## src/rtl/alu_hs.sv

```systemverilog
// alu_hs: registered ALU with valid/ready handshakes on both sides.
// Single-cycle ops return one cycle after accept. Results and flags are
// held until the consumer takes them.
// Optional feature macro: ALU_HS_MUL_EN adds an iterative unsigned
// shift-add multiply on opcode 4'b1000. Without the macro, 4'b1000 is
// treated as illegal.
module alu_hs #(
  parameter int WIDTH      = 4,
  parameter int CMP_SIGNED = 1
) (
  input  logic             clk,
  input  logic             rst_n,
  input  logic             in_valid,
  output logic             in_ready,
  input  logic [3:0]       in_op,
  input  logic [WIDTH-1:0] in_a,
  input  logic [WIDTH-1:0] in_b,
  output logic             out_valid,
  input  logic             out_ready,
  output logic [WIDTH-1:0] out_res,
  output logic             out_cf,
  output logic             out_of,
  output logic             out_zf,
  output logic             out_nf,
  output logic             out_err
);

  localparam logic [3:0] OP_ADD = 4'b0000;
  localparam logic [3:0] OP_SUB = 4'b0001;
  localparam logic [3:0] OP_NOT = 4'b0010;
  localparam logic [3:0] OP_AND = 4'b0011;
  localparam logic [3:0] OP_OR  = 4'b0100;
  localparam logic [3:0] OP_XOR = 4'b0101;
  localparam logic [3:0] OP_SLT = 4'b0110;
  localparam logic [3:0] OP_EQ  = 4'b0111;
`ifdef ALU_HS_MUL_EN
  localparam logic [3:0] OP_MUL = 4'b1000;
`endif

  typedef enum logic [1:0] {
    ST_IDLE = 2'b00,
    ST_BUSY = 2'b01,
    ST_DONE = 2'b10
  } state_t;

  state_t           state_r;
  state_t           state_nxt_s;
  logic             accept_s;
  logic             load_s;
  logic             is_mul_s;
  logic [WIDTH-1:0] res_s;
  logic             cf_s;
  logic             of_s;
  logic             err_s;
  logic [WIDTH:0]   sum_s;
  logic [WIDTH:0]   diff_s;
  logic             lt_s;
  logic             last_s;

  logic [WIDTH-1:0] res_r;
  logic             cf_r;
  logic             of_r;
  logic             zf_r;
  logic             nf_r;
  logic             err_r;
  logic             valid_r;

  // Adder/subtractor share the carry-out convention: SUB carry means no borrow.
  assign sum_s  = {1'b0, in_a} + {1'b0, in_b};
  assign diff_s = {1'b0, in_a} + {1'b0, ~in_b} + {{WIDTH{1'b0}}, 1'b1};
  assign lt_s   = (CMP_SIGNED != 0) ? ($signed(in_a) < $signed(in_b)) : (in_a < in_b);

  // Ready is combinational on out_ready so a pop and a new accept share a cycle.
  assign in_ready = (state_r == ST_IDLE) || ((state_r == ST_DONE) && out_ready);
  assign accept_s = in_valid && in_ready;

`ifdef ALU_HS_MUL_EN
  localparam int CW = $clog2(WIDTH + 1);

  logic [2*WIDTH-1:0] prod_r;
  logic [2*WIDTH-1:0] prod_nxt_s;
  logic [WIDTH-1:0]   mcand_r;
  logic [CW-1:0]      cnt_r;
  logic [WIDTH:0]     part_s;

  // One shift-add step: add multiplicand into the high half when the
  // multiplier LSB (held in the low half) is set, then shift right.
  assign part_s     = {1'b0, prod_r[2*WIDTH-1:WIDTH]}
                    + {1'b0, (prod_r[0] ? mcand_r : {WIDTH{1'b0}})};
  assign prod_nxt_s = {part_s, prod_r[WIDTH-1:1]};
  assign last_s     = (cnt_r == CW'(WIDTH - 1));

  // Multiply datapath: load operands on accept, step while busy.
  always_ff @(posedge clk or negedge rst_n) begin
    if (!rst_n) begin
      prod_r  <= {(2*WIDTH){1'b0}};
      mcand_r <= {WIDTH{1'b0}};
      cnt_r   <= {CW{1'b0}};
    end else if (accept_s && is_mul_s) begin
      prod_r  <= {{WIDTH{1'b0}}, in_b};
      mcand_r <= in_a;
      cnt_r   <= {CW{1'b0}};
    end else if (state_r == ST_BUSY) begin
      prod_r  <= prod_nxt_s;
      cnt_r   <= cnt_r + {{(CW-1){1'b0}}, 1'b1};
    end else begin
      prod_r  <= prod_r;
      mcand_r <= mcand_r;
      cnt_r   <= cnt_r;
    end
  end
`else
  assign last_s = 1'b0;
`endif

  // Single-cycle result and flag computation from the offered operands.
  always_comb begin
    res_s    = {WIDTH{1'b0}};
    cf_s     = 1'b0;
    of_s     = 1'b0;
    err_s    = 1'b0;
    is_mul_s = 1'b0;
    case (in_op)
      OP_ADD: begin
        res_s = sum_s[WIDTH-1:0];
        cf_s  = sum_s[WIDTH];
        of_s  = (in_a[WIDTH-1] == in_b[WIDTH-1]) && (sum_s[WIDTH-1] != in_a[WIDTH-1]);
      end
      OP_SUB: begin
        res_s = diff_s[WIDTH-1:0];
        cf_s  = diff_s[WIDTH];
        of_s  = (in_a[WIDTH-1] != in_b[WIDTH-1]) && (diff_s[WIDTH-1] != in_a[WIDTH-1]);
      end
      OP_NOT: res_s = ~in_a;
      OP_AND: res_s = in_a & in_b;
      OP_OR:  res_s = in_a | in_b;
      OP_XOR: res_s = in_a ^ in_b;
      OP_SLT: res_s = {{(WIDTH-1){1'b0}}, lt_s};
      OP_EQ:  res_s = {{(WIDTH-1){1'b0}}, (in_a == in_b)};
`ifdef ALU_HS_MUL_EN
      OP_MUL: is_mul_s = 1'b1;
`endif
      default: err_s = 1'b1;
    endcase
  end

  // Next-state logic; load_s marks a single-cycle result being captured.
  always_comb begin
    state_nxt_s = state_r;
    load_s      = 1'b0;
    case (state_r)
      ST_IDLE: begin
        if (accept_s) begin
          if (is_mul_s) begin
            state_nxt_s = ST_BUSY;
          end else begin
            state_nxt_s = ST_DONE;
            load_s      = 1'b1;
          end
        end else begin
          state_nxt_s = ST_IDLE;
        end
      end
      ST_BUSY: begin
        if (last_s) begin
          state_nxt_s = ST_DONE;
        end else begin
          state_nxt_s = ST_BUSY;
        end
      end
      ST_DONE: begin
        if (!out_ready) begin
          state_nxt_s = ST_DONE;
        end else if (!accept_s) begin
          state_nxt_s = ST_IDLE;
        end else if (is_mul_s) begin
          state_nxt_s = ST_BUSY;
        end else begin
          state_nxt_s = ST_DONE;
          load_s      = 1'b1;
        end
      end
      default: state_nxt_s = ST_IDLE;
    endcase
  end

  // State register.
  always_ff @(posedge clk or negedge rst_n) begin
    if (!rst_n) begin
      state_r <= ST_IDLE;
    end else begin
      state_r <= state_nxt_s;
    end
  end

  // Output registers: captured on entry to DONE, held otherwise.
  always_ff @(posedge clk or negedge rst_n) begin
    if (!rst_n) begin
      res_r   <= {WIDTH{1'b0}};
      cf_r    <= 1'b0;
      of_r    <= 1'b0;
      zf_r    <= 1'b0;
      nf_r    <= 1'b0;
      err_r   <= 1'b0;
      valid_r <= 1'b0;
    end else begin
      valid_r <= (state_nxt_s == ST_DONE);
      if (load_s) begin
        res_r <= res_s;
        cf_r  <= cf_s;
        of_r  <= of_s;
        zf_r  <= (res_s == {WIDTH{1'b0}});
        nf_r  <= res_s[WIDTH-1];
        err_r <= err_s;
`ifdef ALU_HS_MUL_EN
      end else if ((state_r == ST_BUSY) && last_s) begin
        res_r <= prod_nxt_s[WIDTH-1:0];
        cf_r  <= |prod_nxt_s[2*WIDTH-1:WIDTH];
        of_r  <= 1'b0;
        zf_r  <= (prod_nxt_s[WIDTH-1:0] == {WIDTH{1'b0}});
        nf_r  <= prod_nxt_s[WIDTH-1];
        err_r <= 1'b0;
`endif
      end else begin
        res_r <= res_r;
        cf_r  <= cf_r;
        of_r  <= of_r;
        zf_r  <= zf_r;
        nf_r  <= nf_r;
        err_r <= err_r;
      end
    end
  end

  assign out_valid = valid_r;
  assign out_res   = res_r;
  assign out_cf    = cf_r;
  assign out_of    = of_r;
  assign out_zf    = zf_r;
  assign out_nf    = nf_r;
  assign out_err   = err_r;

endmodule

```

## config.mk

```make
export PLATFORM = sky130hd
export DESIGN_NAME = alu_hs
export DESIGN_NICKNAME = d
export VERILOG_FILES = /design/src/rtl/alu_hs.sv
export SDC_FILE = /design/constraint.sdc
export NUM_CORES = 1
export LEC_CHECK = 0
export CAP_MARGIN = 20
export CORE_AREA = 5 5 56 96
export CTS_CLUSTER_SIZE = 20
export DETAILED_ROUTE_END_ITERATION = 8
export DIE_AREA = 0 0 61 101
export DONT_BUFFER_PORTS = 1
export MAX_ROUTING_LAYER = met4
export PLACE_DENSITY = 0.38
export SETUP_SLACK_MARGIN = 0.5
export SLEW_MARGIN = 20
export SYNTH_ARGS = -nofsm -noshare
export SYNTH_HDL_FRONTEND = slang
export SYNTH_SLANG_ARGS = --single-unit
export TNS_END_PERCENT = 20
```

## constraint.sdc

```tcl
create_clock -name clk -period 2 [get_ports clk]
set_input_delay 0.4 -clock clk [delete_from_list [all_inputs] [get_ports clk]]
set_output_delay 0.4 -clock clk [all_outputs]
set_load 0.02 [all_outputs]
```

### Word-level counts from Yosys, hierarchy flattened

Index checks and enable logic that the tools add are counted.

| word-level totals | value |
|---|---|
| output and inout port bits | 11 |
| flip-flop bits (word level) | 12 |
| input bits | 16 |
| word-level logic and storage cells | 51 |

| cells by class | value |
|---|---|
| multiplexer cells | 10 |
| equality and inequality tests | 15 |
| reduce and logical (&&, ||, !) cells | 9 |
| order comparisons | 1 |
| add/sub/neg operators | 3 |
| bitwise logic cells | 5 |

Operators by type and width:

| operator | count |
|---|---|
| $pmux 4 s8 | 1 |
| $eq 4x3->1 const B | 4 |
| $add 4x4->5 | 2 |
| $eq 4x2->1 const B | 2 |
| $logic_not 4->1 | 2 |
| $not 4->4 | 2 |
| $reduce_or 8->1 | 1 |
| $pmux 1 s2 | 3 |
| $pmux 2 s3 | 1 |
| $add 5x1->5 const B | 1 |
| $and 4x4->4 | 1 |
| $eq 2x2->1 const B | 2 |
| $eq 4x1->1 const B | 1 |
| $eq 4x4->1 | 1 |
| $logic_and 1x1->1 | 4 |
| $lt 4x4->1 | 1 |
| $mux 2 | 2 |
| $or 4x4->4 | 1 |
| $xor 4x4->4 | 1 |
| $mux 1 | 3 |
| $ne 1x1->1 | 3 |
| $eq 2x1->1 const B | 1 |
| $logic_not 2->1 | 1 |
| $eq 1x1->1 | 1 |
| $logic_or 1x1->1 | 1 |

### Longest topological paths before layout

| logic depth | value |
|---|---|
| depth after elaboration | 8 |
| mapped depth | 8 |
| depth with buffers taken out | 8 |

### Least setup slack after synthesis

Ideal clock, no wire load.

| timing path | value |
|---|---|
| path kind | input-to-reg |
| from | input port in_a[0] |
| to | register zf_r, in the netlist out_zf |
| data required time | 1.890 ns |
| library setup time | 0.110 ns |
| buffers on the path | 0 |
| stages | 8 |
| arrival | 1.994 ns |
| slack | -0.104 ns |
| cell sequence | inv_1 ha_1 fa_1 o21bai_1 o31a_2 nor4_2 or3_1 o41ai_1 |

| between the ends | value |
|---|---|
| word-level cells in the longest chain between the ends | 4 |
| elaborated cells on any way between the ends | 11 |
| those cells by class | add/sub (3); order compare (1); eq/ne (1); mux (1); bitwise (4); reduce/logical (1) |

RTL lines:

| what | RTL line | source |
|---|---|---|
| from (decl) | 16 | `input logic [WIDTH-1:0] in_a,` |
| $add 4x4->5 | 70 | `assign diff_s = {1'b0, in_a} + {1'b0, ~in_b} + {{WIDTH{1'b0}}, 1'b1};` |
| $add 5x1->5 | 70 |  |
| $pmux 4 s8 (*) | 123 | `case (in_op)` |
| $logic_not 4->1 (*) | 212 | `zf_r <= (res_s == {WIDTH{1'b0}});` |
| to (signal assigned) | 212 |  |
| to (signal assigned) | 228 | `zf_r <= zf_r;` |
| to (decl) | 63 | `logic zf_r;` |

Mark *: on every way between the ends. The rest lies on a longest branch, timed or not.
A chain may end at the register's enable or synchronous reset.

### Worst setup path in the final report

| timing path | value |
|---|---|
| from | input port in_a[0] |
| to | register res_r[0], in the netlist out_res[0] |

| between the ends | value |
|---|---|
| word-level cells in the longest chain between the ends | 3 |
| elaborated cells on any way between the ends | 10 |
| those cells by class | add/sub (3); order compare (1); eq/ne (1); mux (1); bitwise (4) |

RTL lines:

| what | RTL line | source |
|---|---|---|
| $add 4x4->5 | 70 |  |
| $add 5x1->5 | 70 |  |
| $pmux 4 s8 (*) | 123 |  |
| to (signal assigned) | 199 | `res_r <= {WIDTH{1'b0}};` |
| to (signal assigned) | 209 | `res_r <= res_s;` |
| to (signal assigned) | 225 | `res_r <= res_r;` |
| to (decl) | 60 | `logic [WIDTH-1:0] res_r;` |

Marks and branches as above.

==> impl_summary.log <==
INFO  metric cellInternalPower = 0.000507 W
INFO  metric maxSlewHeadroom = between 60 and 70%
INFO  metric crit_fanout = 3
INFO  metric gpl.final_weighted_congestion = between 0.7 and 0.8
INFO  metric drive_above_1_share = 30.8%
INFO  metric p_sw_share = between 30% and 40%
INFO  metric power_density = between 500 and 600 mW/mm^2
INFO  metric clk_path_buf_depth = 2
INFO  metric drtIter0Drc = 25
INFO  metric synthesis.area = about 0.0011 sq mm
INFO  metric grt_util_met2 = about a fifth
INFO  metric yosys.area.top_type_share = about a quarter
INFO  metric final_area = between 0.001 and 0.0015 sq mm
INFO  metric routed_wirelength = a little over 3000 um
INFO  metric worst_setup_hold_path_clk_slew = 0.05 ns
INFO  metric fin_ws = 0.174 ns
INFO  metric worst_clk_skew = between 0.006 and 0.007 ns
INFO  metric cts.sinks = 11
INFO  metric post-place-cells = approximately 180
INFO  metric grt_remaining_overflow = 0
INFO  metric setup-violations-final = 0
INFO  metric route.detailed.wl_per_inst = 16.6 um
INFO  metric yosysUniqueCellTypes = between 40 and 50
INFO  metric floorplan.die.height = between 100 and 150 um
INFO  metric core_area = 0.00454 sq mm
INFO  metric leading_area_contributor_after_synthesis = dfrtp_1
INFO  metric slew_at_the_pin_closest_to_its_max_slew_limit = 0.475 ns
INFO  metric power_leakage = around 0.6 nW
INFO  metric effective_utilization_at_floorplan = a little under a quarter
INFO  metric max-vdd-ir-drop = roughly 0.44 mV
INFO  metric start_kind = primary input
INFO  metric yosys-top-cells-area = dfrtp_1, ha_1, inv_1, a21oi_1, mux2_2
INFO  metric grt_max_degree = 26
INFO  metric comb_power_share = between 30% and 40%
INFO  metric yosysMostFrequentCell = inv_1
INFO  metric row_count = 33
INFO  metric final_hold_violation_count = 0
INFO  metric yosys_warnings = 0
INFO  metric dp.final_hpwl = 2480 um
INFO  metric netSwitchingPower = between 0.0002 and 0.0003 W
INFO  metric chipWidth = around 60 um
INFO  metric synth_edf_count = 0
INFO  metric global_route.usage.met3 = around 1.2%
INFO  metric worst-endpoint-arrival = between 1.5 and 2 ns
INFO  metric initial_antenna_violation_count = 0
INFO  metric synth_seq_cells = 11
INFO  metric non_filler_cells_in_the_finished_layout = between 150 and 200
INFO  metric number_of_maximum_capacitance_constraint_violations = 0
INFO  metric finish.utilization = slightly below 30%
INFO  metric grtUsageTotal = a little under an eighth
INFO  metric grt_use_met1 = between 10% and 20%
INFO  metric timing.critical_path.slowest_stage_cell = or4_1
INFO  metric worstSetupPathType = in -> reg
INFO  metric crit_path_start = in_a[0]
INFO  metric status = finished, final reports clean
INFO  metric critical_path.endpoint = out_res[0]
INFO  metric via_count = approximately 920
INFO  metric clockRootBuffer = clkbuf_8
INFO  metric r2r.worst_path.cells = 6
INFO  metric top_cells_by_count_synth = inv_1, ha_1, dfrtp_1
INFO  metric worst_r2r_endpoint = out_cf
INFO  metric cts_made_buffers = 3
INFO  metric firstDrtPassIters = 4
INFO  metric slowest_delay = 0.51 ns
INFO  metric wire_length_of_the_first_global_routing_pass = about 5000 um
INFO  metric synthesis.instances = 123
INFO  metric critical_path_required = 2.17 ns
INFO  metric buffer_ports.inserted = 0
INFO  metric avgViaCountPerCell = around 5
INFO  metric drc = 0
INFO  metric synth_top_flop_cell = dfrtp_1
INFO  metric worst_hold_slack_after_final_layout = just over 0.3 ns
INFO  metric max_freq = 548 MHz
INFO  metric worst_r2r_startpoint = state_r[1]
INFO  metric cts-htree-levels = 1
INFO  metric synth.avg_cell_area = 8.82 sq um
INFO  metric pin_count = 27
INFO  metric synth-seq-area-share = 25.4%
INFO  metric synth_async_sr_flop_share = 100%
INFO  metric detail-route-antenna-nets = 0
INFO  metric number_of_global_route_vias_before_repair = around 1,000
INFO  metric p_clk_share = between 20% and 30%
INFO  metric syn_nets = roughly 150
INFO  metric rsz_0062_raised_after_global_routing = yes
INFO  metric worstHoldPathType = in -> reg
INFO  metric slew_viol_final = 0
INFO  metric crit_path_capture_type = register
INFO  metric layout_worst_path_cycle_share = about nine tenths
INFO  metric tritoncts = built
INFO  metric post-place-ws = -0.150 ns
INFO  metric clock_latency = 0.24 ns
INFO  metric period_needed = between 1.5 and 2 ns
INFO  metric area_delta_synth_final = 24.1%
INFO  metric finalNetCount = about 160
INFO  metric placement.cell_area = roughly 0.0012 sq mm
INFO  metric antennaDiodeCount = 0
INFO  metric ff2ff_setup_slack = around 0.5 ns
INFO  metric cp_cell_sequence = inv_12, buf_4, ha_1, or4_1, a31o_1, nor4_2, or3_4, a21boi_2
INFO  metric gr-max-usage-layer = met2
INFO  metric filler_cells_inserted = 507
INFO  metric power.share.sequential = between 30 and 40%
INFO  metric die_outline_area = 0.00616 sq mm
[power groups by stage]
stage	clock [W]	combinational [W]	sequential, W
2_1_floorplan	0	0.000162	0.000289
3_3_place_gp	0	0.000195	0.000301
3_5_place_dp	0	0.000197	0.000301
4_1_cts	0.000231	0.000225	0.000297
5_1_grt	0.000244	0.000267	0.000300
6_report	0.000223	0.000240	0.000296
[per-layer routing]
layer	routed length (um)	up-vias
met3	136	4
met4	47	0
met5	0	-
met1	1130	443
met2	1750	25
li1	-	452
[registers in the layout, indices dropped and copies added, names as in the netlist]
| signal | count |
|---|---|
| out_of | 1 |
| out_valid | 1 |
| state_r | 2 |
| out_err | 1 |
| out_res | 4 |
| out_cf | 1 |
| out_zf | 1 |
[layout by cell type (no fill, tap or decap), types with 3 or more instances in the layout]
cell type	synthesis	final
nor2_1	9	9
clkbuf_8	0	3
xnor2_1	3	3
inv_1	15	14
a21oi_1	10	8
dfrtp_1	11	11
mux2_2	4	4
ha_1	12	9
nand2_1	7	7
buf_4	1	12
o21ai_0	5	3
[per-stage QoR]
step / power (W) / setup TNS, ns
finish: 0.000758 / 0
global route: 0.000812 / 0
CTS: 0.000753 / 0
detailed placement: 0.000498 / -0.458
global placement: 0.000496 / -0.452
floorplan: 0.000451 / -0.0288
[worst min path at each step]
stage	depth (start not counted)	slack, ns	end	startpoint
after global routing	1	0.31	out_err	in_op[3]
after CTS	2	0.30	state_r[1]	in_valid
after global placement	0	0.10	out_cf	rst_n
after floorplan	0	0.10	out_cf	rst_n
after detailed placement	0	0.10	out_cf	rst_n
final	2	0.30	state_r[1]	in_valid
[worst max-delay path: cells and delay by family]
kind                     cells  cell delay [ns]
AND/OR/NAND/NOR              3             0.82
AO/OA/AOI/OAI                2             0.35
adder cells (fa/ha/maj)      1             0.29
buffers and inverters        2             0.12
[cell families after synthesis]
kind of cell / after synthesis / share of synthesized area [%]
mux: 4 / 4.15
buf+inv: 22 / 10.3
compound gates: 37 / 23.9
flops: 11 / 25.4
fa+ha+maj: 14 / 17.5
xor+xnor: 4 / 3.23
simple gates: 31 / 15.6
[layout make-up]
cell class / instances / area [sq um] / area share (%)
clock buffers: 3 / 41.3 / 3.07
multi-input cells: 90 / 791 / 58.7
flip-flops and latches: 11 / 275 / 20.4
well taps: 52 / 65.1 / 4.83
inverters: 15 / 68.8 / 5.11
clock inverters: 1 / 5.00 / 0.372
repair buffers: 13 / 100 / 7.43
[repair_timing]
action                                  4_1_cts  5_1_grt
gates resized for setup                       9        8
setup buffers                                 2        0
endpoints found under the hold margin        11        0
endpoints found under the setup margin        7        7
hold buffers                                  1        0
pin swaps                                     6        5
Power figures use the tool's default switching activity.
